==> src/rtl/c17_resp_analyzer.sv <==
// Output-response analyzer for the C17 benchmark: folds each 2-bit response
// into a Galois MISR and compares the final signature against a golden value.
module c17_resp_analyzer #(
    parameter int              NOUT  = 2,
    parameter int              SIG_W = 16,
    parameter int              N_VEC = 5,
    parameter logic [SIG_W-1:0] POLY = 16'h1021,
    parameter logic [SIG_W-1:0] SEED = 16'h0000,
    localparam int             CW    = $clog2(N_VEC + 1)
) (
    input  logic             clk,
    input  logic             rst_n,
    input  logic             start,
    input  logic             resp_valid,
    input  logic [NOUT-1:0]  resp,
    input  logic [SIG_W-1:0] exp_sig,
    output logic             busy,
    output logic             done,
    output logic             pass,
    output logic [SIG_W-1:0] signature,
    output logic [CW-1:0]    vec_count,
    output logic [1:0]       state_dbg
);

    typedef enum logic [1:0] {
        IDLE = 2'd0,
        RUN  = 2'd1,
        DONE = 2'd2
    } state_t;

    localparam logic [CW-1:0] LAST = CW'(N_VEC - 1);

    state_t           state;
    state_t           next_state;
    logic [SIG_W-1:0] folded;
    logic             fold_en;
    logic             last_fold;
    logic             load;

    // Shift out the MSB, feed it back through POLY, then inject the response.
    always_comb begin
        folded = {signature[SIG_W-2:0], 1'b0}
               ^ (signature[SIG_W-1] ? POLY : '0)
               ^ SIG_W'(resp);
    end

    always_comb begin
        next_state = state;
        busy       = 1'b0;
        done       = 1'b0;
        fold_en    = 1'b0;
        last_fold  = 1'b0;
        load       = 1'b0;
        case (state)
            IDLE: begin
                if (start) begin
                    load       = 1'b1;
                    next_state = RUN;
                end
            end
            RUN: begin
                busy    = 1'b1;
                fold_en = resp_valid;
                if (resp_valid && (vec_count == LAST)) begin
                    last_fold  = 1'b1;
                    next_state = DONE;
                end
            end
            DONE: begin
                done = 1'b1;
                if (start) begin
                    load       = 1'b1;
                    next_state = RUN;
                end else begin
                    next_state = IDLE;
                end
            end
            default: next_state = IDLE;
        endcase
    end

    always_ff @(posedge clk or negedge rst_n) begin
        if (!rst_n) begin
            state <= IDLE;
        end else begin
            state <= next_state;
        end
    end

    // Signature, count and verdict stay frozen outside RUN until the next load.
    always_ff @(posedge clk or negedge rst_n) begin
        if (!rst_n) begin
            signature <= '0;
            vec_count <= '0;
            pass      <= 1'b0;
        end else if (load) begin
            signature <= SEED;
            vec_count <= '0;
            pass      <= 1'b0;
        end else if (fold_en) begin
            signature <= folded;
            vec_count <= vec_count + CW'(1);
            if (last_fold) begin
                pass <= (folded == exp_sig);
            end
        end
    end

    assign state_dbg = state;

endmodule

==> config.mk <==
export PLATFORM = sky130hd
export DESIGN_NAME = c17_resp_analyzer
export DESIGN_NICKNAME = d
export VERILOG_FILES = /design/src/rtl/c17_resp_analyzer.sv
export SDC_FILE = /design/constraint.sdc
export NUM_CORES = 1
export LEC_CHECK = 0
export ABC_AREA = 1
export BUFFER_PORTS_ARGS = -buffer_cell sky130_fd_sc_hd__buf_4
export CELL_PAD_IN_SITES_DETAIL_PLACEMENT = 1
export CELL_PAD_IN_SITES_GLOBAL_PLACEMENT = 2
export CORE_AREA = 2 2 76 78
export DETAILED_ROUTE_END_ITERATION = 10
export DIE_AREA = 0 0 78 80
export GPL_TIMING_DRIVEN = 0
export PLACE_DENSITY = 0.75
export REMOVE_ABC_BUFFERS = 1
export SKIP_CTS_REPAIR_TIMING = 1
export SYNTH_ARGS = -nofsm -noshare
export SYNTH_HDL_FRONTEND = slang
export SYNTH_SLANG_ARGS = --single-unit
export TNS_END_PERCENT = 10
==> constraint.sdc <==
create_clock -name clk -period 1.2 [get_ports clk]
set_input_delay 0.24 -clock clk [delete_from_list [all_inputs] [get_ports clk]]
set_output_delay 0.24 -clock clk [all_outputs]
set_load 0.1 [all_outputs]
==> results.toml <==
[timing]
setup_slack_ns = -0.119
finClkSkew_ns = 0.00354
worst_slew_margin_rel_pct = 80.1
worst_pin_slew_ns = 0.298
fin_setup_tns_ns = -0.305
final.min_clock_period_ns = 1.32
fin_crit_sh_pct = 110
whs_ns = 0.253
setup_viol = 5
fmax_mhz = 758
finalMaxSlewViolations = 0
rsz0062_at_grt = "true"
hold_viol = 0

[layout]
layout_commonest_cell = "nand2_1"
mostFrequentLayoutCells = "nand2_1 (53), inv_1 (32), buf_4 (29)"
insertedDiodeCount = 0
layout.nets = 245
postLayoutCoreUtil_pct = 35.6
drive_gt1_share_pct = 32.0
areaGrowthSynthToFinish_pct = 57.4
final_cell_count_no_fill = 291

[die]
die_x_um = 78
start_util_pct = 22.6
die_h_um = 80
core-area_um2 = 5410
rows = 27
io_pins = 46
die-area_um2 = 6240

[synth]
synth.avg_cell_area_um2 = 7.33
synthCells = 167
yosys_warnings = 0
synthArstFlopShare_pct = 100
ys_top_cells_by_area = "dfrtp_1 (45%), nand2_1 (17%), inv_1 (11%)"
yosysTopAreaCellShare_pct = 45.0
synth_flop_cell = "dfrtp_1"
seq_area_frac_synth_pct = 45.0
synth_top_area_cell = "dfrtp_1"
syn_area_um2 = 1220
synth_cell_type_count = 21
synth_seq_cells = 22
synth-edff-count = 0

[routing]
avgViaCountPerCell = 4.23
wirelength_um = 3610
wl_per_cell_um = 12.4
detail_route.first_pass.iterations = 2
vias = 1232
drc = 0
ant_nets = 0
initialDrtViolationCount = 40

[clocking]
clkSinkCount = 22
h-tree-depth = 1
cts_made_buffers = 3
cts-root-buf = "clkbuf_8"
cts_tree = "built"
clk_path_buf_depth = 2
clock_latency_ns = 0.26
clk_pin_slew_ns = 0.08

[placed_design]
place_congestion = 0.723
hpwlAfterDp_um = 2730
io_buffers = 45
dp_cells = 282

[hold_path]
hp-class = "in2reg"

[global_route]
grt_first_pass_wirelength_um = 5580
grt.met1_usage_pct = 14.1
grt_util_all_layers_pct = 11.4
gr-usage-met3_pct = 1.81
grt-busiest-layer = "met2"
use_met2_pct = 20.3
grt_pass1_vias = 1230
grt_max_degree = 23
grt_overflow = 0
antenna_found_initial = 0

[worst_setup_path]
r2r_cells = 6
reg2reg_to = "pass"
crit_path_end = "busy"
critical_path_class = "reg2out"
cp_max_fo = 3
start_kind = "flop"
crit_arrival_ns = 1.08
worstPathRequired_ns = 0.96
timing.rr.start = "vec_count[0]"
setup.worst_path.start = "state_dbg[1]"
worstSetupEndpointType = "output port"
reg2reg_slack_ns = -0.03

[outcome]
status = "finished with violations"
failed_checks = "setup timing"

[job]
cap_violations = 0
[flip-flops by register name, indices dropped and copies added (netlist names)]
signal and cells:
pass 1, signature 16, vec_count 3, state_dbg 2
[synth_stat cells, types with 2 or more instances]
cell type  count
ha_1           2
nand3_1        5
inv_2          2
o22ai_1       15
o21ai_0        4
nand3b_1       3
nor2_1        12
dfrtp_1       22
inv_1         35
nand2_1       54
nand2_4        3
[per-layer routing]
layer | share of wire, % | vias up
li1 | - | 619
met1 | 44 | 585
met2 | 51 | 24
met3 | 3.8 | 4
met4 | 1.1 | 0
met5 | 0 | -
[cells by family (layout without fill, tap and decap cells)]
kind of cell / after synthesis / count (layout) / synth area share, %
DFF: 22 / 22 / 45.0
AOI/OAI and AO/OA: 21 / 21 / 10.3
buffers and inverters: 39 / 91 / 12.4
adders and majority gates: 2 / 2 / 2.04
and+or+nand+nor: 81 / 81 / 28.8
xor gates and xnor gates: 2 / 2 / 1.43
[layout make-up]
class | instances | area (µm²)
Tap cell | 72 | 90.1
Timing Repair Buffer | 51 | 515
Fill cell | 678 | 3480
Clock buffer | 3 | 41.3
Inverter | 37 | 146
Multi-Input combinational cell | 106 | 578
Sequential cell | 22 | 554
[worst min path at each step]
stage,start,to,slack [ns],depth (start not counted)
finish,start,state_dbg[0],0.25,3
detailed placement,rst_n,signature[1],0.16,1
global placement,rst_n,signature[1],0.16,1
CTS,rst_n,signature[0],-0.13,1
global route,resp_valid,state_dbg[1],0.26,3
floorplan,rst_n,pass,-0.06,0
[through the flow]
stage,setup WS [ns],area (µm²)
floorplan,-1.36,1210
global placement,-0.168,1640
detailed placement,-0.182,1640
CTS,-0.244,1680
global route,-0.175,1930
finish,-0.119,1930
[worst max-delay path, stage by stage, from the launching register on]
cell	delay (ns)
dfrtp_1	0.39
inv_2	0.09
nand2_4	0.07
inv_6	0.09
buf_12	0.17
Power is not shown: default switching activity piles up to over one toggle a cycle in this logic, so the estimate is an artifact.
